$ cat src/rtl/ss_pkg.sv
// Shared definitions for the serial frame deserializer.
// - state_t        : receive FSM state encoding (2-bit)
// - IDLE_LVL       : line level of an idle serial wire and of a valid stop bit
// - DEFAULT_DATA_W : default number of data bits per frame
package ss_pkg;

  typedef enum logic [1:0] {
    IDLE   = 2'd0,
    DATA   = 2'd1,
    PARITY = 2'd2,
    STOP   = 2'd3
  } state_t;

  localparam logic IDLE_LVL       = 1'b1;
  localparam int   DEFAULT_DATA_W = 8;

endpackage

$ cat src/rtl/ss_bit_counter.sv
// Data-bit counter for the frame deserializer.
// Ports:
//   clk, rst_n : system clock, synchronous active-low reset
//   clr        : synchronous clear (wins over en)
//   en         : count one received data bit
//   term       : high while the NEXT counted bit is the last data bit,
//                i.e. the count reaches DATA_W on the enabled edge
module ss_bit_counter #(
  parameter int DATA_W = 8
) (
  input  logic clk,
  input  logic rst_n,
  input  logic clr,
  input  logic en,
  output logic term
);

  localparam int CW = $clog2(DATA_W + 1);

  logic [CW-1:0] count;

  always_ff @(posedge clk) begin
    if (!rst_n) begin
      count <= '0;
    end else if (clr) begin
      count <= '0;
    end else if (en) begin
      count <= count + CW'(1);
    end
  end

  assign term = (count == CW'(DATA_W - 1));

endmodule

$ cat src/rtl/ss_frame_deserializer.sv
// Framed serial word receiver: start bit 0, DATA_W data bits, optional even
// parity bit, stop bit 1. Reassembled words are offered on a valid/ready port.
// Ports:
//   clk, rst_n        : system clock, synchronous active-low reset
//   serial_in, bit_en : serial stream, sampled only when bit_en=1
//   lsb_first         : data bit order, latched on the start bit
//   data_out, data_valid, data_ready : word handshake output
//   busy              : receiver is inside a frame
//   frame_err, parity_err, overrun   : sticky status, cleared by err_clr
//   state             : debug view of the receive FSM
//
// Handshake: data_out is transferred on every edge where data_valid and
// data_ready are both 1. data_valid stays high, with data_out stable, until
// that transfer; a word delivered on the same edge replaces it and keeps
// data_valid high.
module ss_frame_deserializer
  import ss_pkg::*;
#(
  parameter int DATA_W    = DEFAULT_DATA_W,
  parameter bit PARITY_EN = 1'b1
) (
  input  logic              clk,
  input  logic              rst_n,
  input  logic              serial_in,
  input  logic              bit_en,
  input  logic              lsb_first,
  output logic [DATA_W-1:0] data_out,
  output logic              data_valid,
  input  logic              data_ready,
  output logic              busy,
  output logic              frame_err,
  output logic              parity_err,
  output logic              overrun,
  input  logic              err_clr,
  output state_t            state
);

  state_t            state_q, state_nxt;
  logic [DATA_W-1:0] shreg_q;
  logic [DATA_W-1:0] data_q;
  logic              valid_q;
  logic              lsb_q;
  logic              par_bad_q;
  logic              ferr_q, perr_q, ovr_q;

  logic cnt_clr, cnt_en, cnt_term, stop_smp;
  logic frame_evt, par_evt, good, ovr_evt, load, consume;

  ss_bit_counter #(.DATA_W(DATA_W)) u_cnt (
    .clk   (clk),
    .rst_n (rst_n),
    .clr   (cnt_clr),
    .en    (cnt_en),
    .term  (cnt_term)
  );

  always_ff @(posedge clk) begin
    if (!rst_n) state_q <= IDLE;
    else        state_q <= state_nxt;
  end

  always_comb begin
    state_nxt = state_q;
    cnt_clr   = 1'b0;
    cnt_en    = 1'b0;
    stop_smp  = 1'b0;
    case (state_q)
      IDLE: begin
        if (bit_en && (serial_in != IDLE_LVL)) begin
          state_nxt = DATA;
          cnt_clr   = 1'b1;
        end
      end
      DATA: begin
        if (bit_en) begin
          cnt_en = 1'b1;
          if (cnt_term) begin
            if (PARITY_EN) state_nxt = PARITY;
            else           state_nxt = STOP;
          end
        end
      end
      PARITY: begin
        if (bit_en) state_nxt = STOP;
      end
      STOP: begin
        // A 0 here is a framing error, never a new start bit: we always
        // return to IDLE and only look for a start on the next strobe.
        if (bit_en) begin
          state_nxt = IDLE;
          stop_smp  = 1'b1;
        end
      end
      default: state_nxt = IDLE;
    endcase
  end

  // Stop-bit outcome, in priority order: framing, parity, then delivery.
  assign frame_evt = stop_smp && (serial_in != IDLE_LVL);
  assign par_evt   = stop_smp && (serial_in == IDLE_LVL) && par_bad_q;
  assign good      = stop_smp && (serial_in == IDLE_LVL) && !par_bad_q;
  assign consume   = valid_q && data_ready;
  assign ovr_evt   = good && valid_q && !data_ready;
  assign load      = good && !ovr_evt;

  always_ff @(posedge clk) begin
    if (!rst_n) begin
      shreg_q   <= '0;
      data_q    <= '0;
      valid_q   <= 1'b0;
      lsb_q     <= 1'b0;
      par_bad_q <= 1'b0;
      ferr_q    <= 1'b0;
      perr_q    <= 1'b0;
      ovr_q     <= 1'b0;
    end else begin
      if (cnt_clr) begin
        lsb_q     <= lsb_first;
        par_bad_q <= 1'b0;
      end
      // LSB-first enters at the top and drifts down; MSB-first enters at bit 0.
      if (cnt_en) begin
        if (lsb_q) shreg_q <= {serial_in, shreg_q[DATA_W-1:1]};
        else       shreg_q <= {shreg_q[DATA_W-2:0], serial_in};
      end
      if ((state_q == PARITY) && bit_en) begin
        par_bad_q <= (^shreg_q) ^ serial_in;
      end
      if (load) begin
        data_q  <= shreg_q;
        valid_q <= 1'b1;
      end else if (consume) begin
        valid_q <= 1'b0;
      end
      // Clear first, then a same-cycle event sets the flag again.
      ferr_q <= (ferr_q && !err_clr) || frame_evt;
      perr_q <= (perr_q && !err_clr) || par_evt;
      ovr_q  <= (ovr_q  && !err_clr) || ovr_evt;
    end
  end

  assign data_out   = data_q;
  assign data_valid = valid_q;
  assign busy       = (state_q != IDLE);
  assign frame_err  = ferr_q;
  assign parity_err = perr_q;
  assign overrun    = ovr_q;
  assign state      = state_q;

endmodule
$ cat config.mk
export PLATFORM = sky130hd
export DESIGN_NAME = ss_frame_deserializer
export DESIGN_NICKNAME = d
export VERILOG_FILES = /design/src/rtl/ss_pkg.sv /design/src/rtl/ss_bit_counter.sv /design/src/rtl/ss_frame_deserializer.sv
export SDC_FILE = /design/constraint.sdc
export NUM_CORES = 1
export LEC_CHECK = 0
export BUFFER_PORTS_ARGS = -buffer_cell sky130_fd_sc_hd__buf_2
export CORE_MARGIN = 2
export CORE_UTILIZATION = 47
export DETAILED_ROUTE_END_ITERATION = 16
export PLACE_DENSITY = 0.71
export SLEW_MARGIN = 20
export SYNTH_ARGS = -nofsm -noshare
export SYNTH_HDL_FRONTEND = slang
export SYNTH_SLANG_ARGS = --single-unit
export TNS_END_PERCENT = 20
$ cat constraint.sdc
create_clock -name clk -period 3.1 [get_ports clk]
set_clock_uncertainty 0.15 [all_clocks]
set_input_delay 0.155 -clock clk [delete_from_list [all_inputs] [get_ports clk]]
set_output_delay 0.155 -clock clk [all_outputs]
set_load 0.05 [all_outputs]
==> results.json, run 1 <==
{
  "hold_viol_final": 0,
  "drive_above_1_share_pct": 17.1,
  "synthMuxAreaShare_pct": 14.9,
  "cts.repair.resized": 0,
  "grt_overflow": 0,
  "clk_path_buf_depth": 2,
  "diodes": 0,
  "tritoncts": "yes",
  "cp_slowest_cell": "dfxtp_1",
  "p_leak_nw": 0.597,
  "rr_endpoint": "state[1]",
  "p_clk_share_pct": 18.0,
  "cp_data_arrival_time_ns": 2.19,
  "hpwl_um": 1720,
  "crit_chain": "inv_1 > ha_1 > or3_1 > a222oi_1 > mux2i_1 > nor2_1",
  "avgSynthCellArea_um2": 9.43,
  "h-tree-depth": 1,
  "ys_ff_latch": 28,
  "hold_depth": 3,
  "synth_top_family_by_area": "simple AND/OR/NAND/NOR gates",
  "cap_violations": 0,
  "grt_pass1_wl_um": 4000,
  "status": "complete, no violations",
  "relSlewSlack_pct": 50.0,
  "start_util_pct": 50.4,
  "seq_area_frac_synth_pct": 44.1,
  "place_area_um2": 1400,
  "slew_viol_final": 0,
  "criticalPathCategory": "reg -> reg",
  "dp_cells": 180,
  "min_delay_worst_endpoint": "u_cnt.count[2]",
  "synthAdderAreaFrac_pct": 4.92,
  "routed-via-count": 982,
  "switching_share_pct": 36.0,
  "dieArea_um2": 3140,
  "core_um2": 2520,
  "pwr-share-seq_pct": 46.8,
  "final_area_um2": 1470,
  "die_w_um": 56.0,
  "antenna_found_initial": 0,
  "crit_buf_inv": 1,
  "rrSetupSlack_ns": 0.96,
  "reg2reg_from": "state[0]",
  "drc": 0,
  "finalPower_mw": 0.976,
  "end_kind": "flop",
  "fmax_ghz": 0.468,
  "fin_crit_ns": 2.14,
  "p_sw_mw": 0.351,
  "hold_path.class": "in -> reg",
  "synth_simple_gate_area_share_pct": 15.2,
  "clkLatencyLatePin_ns": 0.33,
  "ant_nets": 0,
  "via_per_inst": 5.22,
  "ir_drop_mv": 0.374,
  "tightest_slew_ns": 0.749,
  "rsz0062_at_grt": "no",
  "area_delta_synth_final_pct": 15.6,
  "p_comb_share_pct": 35.2,
  "synth_cells": 135,
  "num_rows": 18,
  "fp.dieH_um": 56.0,
  "ioPinCount": 22,
  "r2r.worst_path.cells": 6,
  "synth_compound_area_share_pct": 8.95,
  "internal_power_mw": 0.625,
  "place_congestion": 0.718,
  "cts.sinks": 28,
  "root_buffer": "clkbuf_4",
  "synthXorXnorAreaFrac_pct": 7.96,
  "critPathMaxStageDelay_ns": 0.44,
  "path_max_fanout": 5,
  "grtUsageTotal_pct": 16.0,
  "cp_top_family": "flip-flops",
  "synthDistinctLibCells": 25,
  "ys_warn_count": 0,
  "worstSetupStartpointType": "flop",
  "io_buffer_count": 21,
  "tns_ns": 0,
  "drt-total-wl_um": 2370,
  "wire_per_inst_um": 12.6,
  "min_from": "rst_n",
  "grt_max_degree": 25,
  "p_per_area_nw_per_um2": 663,
  "first_pass_iters": 4,
  "clk_pin_slew_ns": 0.14,
  "netlist_area_um2": 1270,
  "finalCritPeriodShare_pct": 68.9,
  "final_cell_count_no_fill": 188,
  "finalSetupViolCount": 0,
  "grt_pass1_vias": 886,
  "numCtsBuffers": 3,
  "first_iter_violations": 8,
  "final_nets": 171,
  "synthesis.nets": 147,
  "utilization_pct": 58.3,
  "cp.required_ns": 3.16
}
==> worst min-delay path, delay by kind of cell <==
| family | cells | cell delay [ns] |
|---|---|---|
| and+or+nand+nor | 2 | 0.22 |
| buffers and inverters | 1 | 0.10 |
==> worst max-delay path by stage <==
stage                        start       end  slack (ns)  cells after the start
after global placement    state[0]  state[1]        1.08                      6
after global routing      state[0]  state[0]        0.85                      6
final                     state[0]  state[1]        0.96                      6
after floorplan           state[0]  state[1]        0.74                      6
after CTS                 state[0]  state[1]        0.96                      6
after detailed placement  state[0]  state[1]        0.98                      6
==> cells by family (layout without fill, tap and decap cells) <==
kind of cell | Yosys count | in the layout
buffers and inverters | 13 | 36
flip-flops | 28 | 28
XOR/XNOR | 10 | 10
AO/OA/AOI/OAI | 16 | 16
multiplexers | 19 | 19
adder cells (fa/ha/maj) | 5 | 5
AND/OR/NAND/NOR | 44 | 44
==> power by group through the flow <==
stage	clock network, mW	logic (mW)	registers [mW]
final	0.176	0.343	0.457
after global routing	0.197	0.374	0.465
after CTS	0.184	0.346	0.457
after detailed placement	0	0.341	0.465
after global placement	0	0.324	0.461
after floorplan	0	0.260	0.477
==> layer usage <==
metal  part of all wire [%]  GRT usage, %
met5                      0             0
met4                    2.1          9.52
met2                     48          25.2
met3                    3.1          2.33
met1                     46          20.5
==> cells in the mapped netlist, drive strengths merged <==
library cell	instances	share of area, %
xnor2	7	4.8
xor2	2	1.4
clkbuf	5	1.5
or2	1	0.49
or3	1	0.49
nor2	28	8.3
a21oi	4	1.6
nand4	2	0.98
a22oi	1	0.59
nand3b	1	0.59
nand2	6	1.8
and2	1	0.49
inv	6	1.8
nor2b	1	0.49
mux2i	19	15
ha	5	4.9
dfxtp	28	44
nand2b	2	0.98
xnor3	1	1.8
o32ai	1	0.69
nand4b	1	0.69
a211oi	9	5.3
a222oi	1	0.79
buf	2	0.69
==> placed cells by master, fill, tap and decap left out, drive strengths merged <==
master and instances:
inv 6, nand4 2, clkbuf 4, xnor2 7, o32ai 1, a222oi 1
nand2 6, and2 1, or3 1, or2 1, dfxtp 28, nor2 28
dlygate4sd3 4, nand2b 2, mux2i 19, xor2 2, nand3b 1, buf 22
nor2b 1, a21oi 4, ha 5, xnor3 1, a22oi 1, nand4b 1
a211oi 9
==> per-stage QoR <==
step / setup slack [ns] / hold WS [ns]
floorplan: 0.745 / 0.149
global placement: 1.08 / 0.243
detailed placement: 0.983 / 0.262
CTS: 0.962 / 0.0149
global route: 0.846 / 0.0265
finish: 0.963 / 0.0227
==> flip-flops by register name (all words and copies together) (netlist names) <==
name,flops
shreg_q,8
parity_err,1
lsb_q,1
u_cnt.count,4
overrun,1
data_out,8
data_valid,1
par_bad_q,1
state,2
frame_err,1
==> final cells by class <==
cell class              count  area [µm²]
well taps                  30        37.5
repair buffers             26         153
multi-input cells          94         662
flip-flops and latches     28         561
clock buffers               4        36.3
fillers                   245        1050
inverters                   6        22.5
==> timing repair <==
action	CTS	global route
hold endpoints to repair	5	0
setup buffers	0	0
hold buffers	4	0
Power figures use the tool's default switching activity.
==> run 2, diff against run 1 <==
==> constraint.sdc (replaced) <==
create_clock -name clk -period 2.2 [get_ports clk]
set_clock_uncertainty 0.15 [all_clocks]
set_input_delay 0.11 -clock clk [delete_from_list [all_inputs] [get_ports clk]]
set_output_delay 0.11 -clock clk [all_outputs]
set_load 0.05 [all_outputs]
==> run 2 against run 1 <==
Highest routed layer unchanged. Maximum frequency is 3.0% higher. Critical endpoint unchanged. Register-to-register slack got worse by 0.84 ns. Largest cell class unchanged. Clock-buffer cell count fell by 1. Via count increased by 3.3%. Final area is 4.2% higher.
==> results.json, run 2 (synthesis results as in run 1) <==
{
  "status": "complete, no violations",
  "clk_path_buf_depth": 2,
  "post-place-ws_ns": 0.137,
  "diodes": 0,
  "tightest_slew_ns": 0.494,
  "hpwl_um": 1790,
  "clk_pin_slew_ns": 0.16,
  "fillerInstances": 225,
  "layout_common_cells": "nor2_1 (28), dfxtp_1 (26), buf_2 (21)",
  "io_buffer_count": 21,
  "tritoncts": "yes",
  "relSlewSlack_pct": 67.0,
  "grt_pass1_wl_um": 4130,
  "start_util_pct": 50.4,
  "die_w_um": 56.0,
  "fp.dieH_um": 56.0,
  "root_buffer": "clkbuf_4",
  "ioPinCount": 22,
  "r2r.worst_path.cells": 6,
  "fin_crit_ns": 2.07,
  "fmax_ghz": 0.482,
  "cts.sinks": 28,
  "finalPower_mw": 1.49,
  "reg2reg_from": "state[0]",
  "tns_ns": 0,
  "drive_above_1_share_pct": 19.8,
  "clkLatencyLatePin_ns": 0.33,
  "path_max_fanout": 5,
  "rr_endpoint": "state[1]",
  "place_area_um2": 1410,
  "finalCritPeriodShare_pct": 94.3,
  "hold_depth": 3,
  "cp.required_ns": 2.26,
  "end_kind": "flop",
  "setup_ws_ns": 0.125,
  "dp_cells": 182,
  "p_per_area_nw_per_um2": 970,
  "grt_overflow": 0,
  "antenna_found_initial": 0,
  "dieArea_um2": 3140,
  "drt-total-wl_um": 2420,
  "h-tree-depth": 1,
  "numCtsBuffers": 3,
  "post_cts_buffers": 0,
  "hold_path.class": "in -> reg",
  "ant_nets": 0,
  "wire_per_inst_um": 12.6,
  "cp_data_arrival_time_ns": 2.14,
  "slew_viol_final": 0,
  "rrSetupSlack_ns": 0.13,
  "grt_max_degree": 17,
  "place_congestion": 0.724,
  "min_from": "serial_in",
  "ir_drop_mv": 0.597,
  "routed-via-count": 1014,
  "finalSetupViolCount": 0,
  "final_cell_count_no_fill": 192,
  "final_common_cell": "nor2_1",
  "hold_ws_ns": 0.00956,
  "area_delta_synth_final_pct": 20.5,
  "hold_viol_final": 0,
  "rsz0062_at_grt": "no",
  "first_pass_iters": 4,
  "final_nets": 175,
  "drc": 0,
  "worstSetupStartpointType": "flop",
  "via_per_inst": 5.28,
  "num_rows": 18,
  "cap_violations": 0,
  "utilization_pct": 60.8,
  "grtUsageTotal_pct": 16.1,
  "final_area_um2": 1530,
  "core_um2": 2520,
  "grt_pass1_vias": 977,
  "p_leak_nw": 0.624,
  "criticalPathCategory": "reg -> reg",
  "first_iter_violations": 8,
  "min_delay_worst_endpoint": "shreg_q[0]"
}
==> run 2: worst max path at each step <==
stage / start / end / slack (ns) / depth (start not counted)
after floorplan: state[0] / state[1] / 0.05 / 6
after global placement: state[0] / state[1] / 0.24 / 6
after detailed placement: state[0] / state[0] / 0.14 / 6
after CTS: state[0] / state[0] / 0.09 / 6
after global routing: state[0] / state[0] / 0.01 / 6
final: state[0] / state[1] / 0.13 / 6
==> run 2: worst max-delay path, stage by stage (launching register included) <==
cell and delay [ns]:
dfxtp_4 0.40, inv_1 0.06, ha_1 0.23, or3_1 0.39, a222oi_1 0.44, mux2i_1 0.23
nor2_1 0.06
==> run 2: what timing repair did <==
| action | in CTS | in global routing |
|---|---|---|
| hold buffers | 6 | 0 |
| endpoints found under the hold margin | 10 | 0 |
| gates resized for setup | 0 | 2 |
| endpoints found under the setup margin | 0 | 2 |
==> run 2: area by class of cell <==
cell class	instances	area, µm²	share of cell area [%]
timing repair buffer	30	188	12.2
tap	30	37.5	2.45
multi-input combinational	94	667	43.5
inverter	6	22.5	1.47
sequential	28	566	36.9
clock buffer	3	22.5	1.47
clock inverter	1	30.0	1.96
==> run 2: per-layer routing <==
layer	track usage [%]	vias up	part of all wire [%]
met2	28.6	14	50
met3	2.33	5	2.7
met1	19.5	483	46
met4	6.12	0	1.6
met5	0	-	0
li1	-	512	-
==> run 2: power by group <==
part           internal (mW)  switching [mW]  total (mW)
clock network          0.184           0.156       0.340
registers              0.568          0.0819       0.650
logic                  0.226           0.271       0.497
total                  0.978           0.509        1.49
==> run 3, diff against run 2 <==
--- a/config.mk
+++ b/config.mk
@@ -6,7 +6,6 @@
 export NUM_CORES = 1
 export LEC_CHECK = 0
 export BUFFER_PORTS_ARGS = -buffer_cell sky130_fd_sc_hd__buf_2
-export CORE_MARGIN = 2
 export CORE_UTILIZATION = 47
 export DETAILED_ROUTE_END_ITERATION = 16
 export PLACE_DENSITY = 0.71
==> run 3 against run 2 <==
Register-to-register slack is essentially flat. First-iteration DRC count is 38% lower. Sequential share of layout area rose by 0.95 points. Hold slack improved by 0.024 ns. Power down 9.9%. Clock power fell by 41%. Combinational power fell by 0.8%. Critical endpoint is now state[0].
==> results.json, run 3 (synthesis results as in run 1) <==
{
  "tightest_slew_ns": 0.749,
  "grt_pass1_wl_um": 3880,
  "core_um2": 2520,
  "cap_violations": 0,
  "p_per_area_nw_per_um2": 901,
  "drc": 0,
  "cts.repair.resized": 0,
  "h-tree-depth": 1,
  "grt_overflow": 0,
  "criticalPathCategory": "reg -> reg",
  "setup_ws_ns": 0.119,
  "hold_path.class": "in -> reg",
  "path_max_fanout": 5,
  "fmax_ghz": 0.481,
  "finalCritPeriodShare_pct": 94.6,
  "hold_viol_final": 0,
  "internal_power_mw": 0.852,
  "cp.required_ns": 2.27,
  "dieArea_um2": 2920,
  "numCtsBuffers": 3,
  "num_rows": 18,
  "rsz0062_at_grt": "no",
  "layout_common_cells": "nor2_1 (28), dfxtp_1 (26), buf_2 (21)",
  "multi_input_area_um2": 662,
  "antenna_found_initial": 0,
  "diodes": 0,
  "ant_nets": 0,
  "cts.sinks": 28,
  "fin_crit_ns": 2.08,
  "p_comb_share_pct": 36.8,
  "via_per_inst": 5.17,
  "fillerInstances": 249,
  "start_util_pct": 50.4,
  "regArea_um2": 563,
  "p_clk_share_pct": 15.0,
  "io_buffer_count": 21,
  "clk_pin_slew_ns": 0.14,
  "post_cts_buffers": 0,
  "pwr-share-seq_pct": 48.2,
  "place_congestion": 0.690,
  "hpwl_um": 1710,
  "area_delta_synth_final_pct": 16.9,
  "first_iter_violations": 5,
  "hold_ws_ns": 0.0333,
  "switching_share_pct": 36.4,
  "final_nets": 174,
  "die_w_um": 54.0,
  "final_common_cell": "nor2_1",
  "grt_pass1_vias": 918,
  "slew_viol_final": 0,
  "finalSetupViolCount": 0,
  "p_sw_mw": 0.488,
  "first_pass_iters": 4,
  "ioPinCount": 22,
  "tns_ns": 0,
  "clkLatencyLatePin_ns": 0.32,
  "p_leak_nw": 0.604,
  "fp.dieH_um": 54.0,
  "grt_max_degree": 25,
  "end_kind": "flop",
  "drt-total-wl_um": 2360,
  "post-place-ws_ns": 0.139,
  "root_buffer": "clkbuf_4",
  "drive_above_1_share_pct": 18.1,
  "wire_per_inst_um": 12.4,
  "utilization_pct": 59.0,
  "ir_drop_mv": 0.493,
  "worstSetupStartpointType": "flop",
  "grtUsageTotal_pct": 18.5,
  "tritoncts": "yes",
  "routed-via-count": 983,
  "status": "complete, no violations",
  "relSlewSlack_pct": 50.0,
  "clk_path_buf_depth": 2,
  "cp_data_arrival_time_ns": 2.15
}
-- run 3: cell count changes in the layout (fill, tap and decap cells not counted), sizes merged --
cell and delta:
buf -1, bufinv -1
-- run 3: area by class of cell --
| cell class | instances | share of cell area, % |
|---|---|---|
| Inverter | 6 | 1.51 |
| Tap cell | 30 | 2.52 |
| Timing Repair Buffer | 29 | 12.1 |
| Multi-Input combinational cell | 94 | 44.5 |
| Clock buffer | 3 | 1.51 |
| Sequential cell | 28 | 37.8 |
-- run 3: layer usage --
metal | vias to the layer above | part of all wire [%] | wire length, µm | track usage [%]
li1 | 509 | - | - | -
met1 | 455 | 46 | 1090 | 21.7
met2 | 15 | 50 | 1180 | 33.7
met3 | 4 | 2.5 | 60 | 2.82
met4 | 0 | 1.4 | 34 | 6.41
met5 | - | 0 | 0 | 0
-- run 3: metrics by stage --
stage / cells / power, mW / area [µm²]
floorplan: 135 / 1.04 / 1270
detailed placement: 181 / 1.14 / 1410
finish: 190 / 1.34 / 1490
global route: 190 / 1.42 / 1490
global placement: 181 / 1.11 / 1410
CTS: 190 / 1.35 / 1490
-- run 3: critical path, cell delays in order, from the launching register on --
cell	delay, ns
dfxtp_2	0.39
inv_1	0.07
ha_1	0.23
or3_1	0.38
a222oi_1	0.43
nor2_1	0.07
a211oi_1	0.25
-- run 3: power groups by stage --
stage,Sequential [mW],Clock [mW],Combinational [mW]
2_1_floorplan,0.675,0,0.366
3_3_place_gp,0.651,0,0.461
3_5_place_dp,0.658,0,0.481
4_1_cts,0.646,0.211,0.498
5_1_grt,0.656,0.230,0.538
6_report,0.646,0.201,0.493
-- run 3: worst paths after layout --
check                                 start           to  slack, ns  cells past startpoint
worst max register to register     state[0]     state[0]       0.12                      6
worst min-delay path              serial_in    frame_err       0.03                      4
worst min register to register  data_out[4]  data_out[4]       0.35                      2
worst max-delay path               state[0]     state[0]       0.12                      6
-- run 3: repair_timing --
action	in CTS	in global routing
hold buffers	6	0
setup endpoints to repair	0	1
hold endpoints to repair	10	0
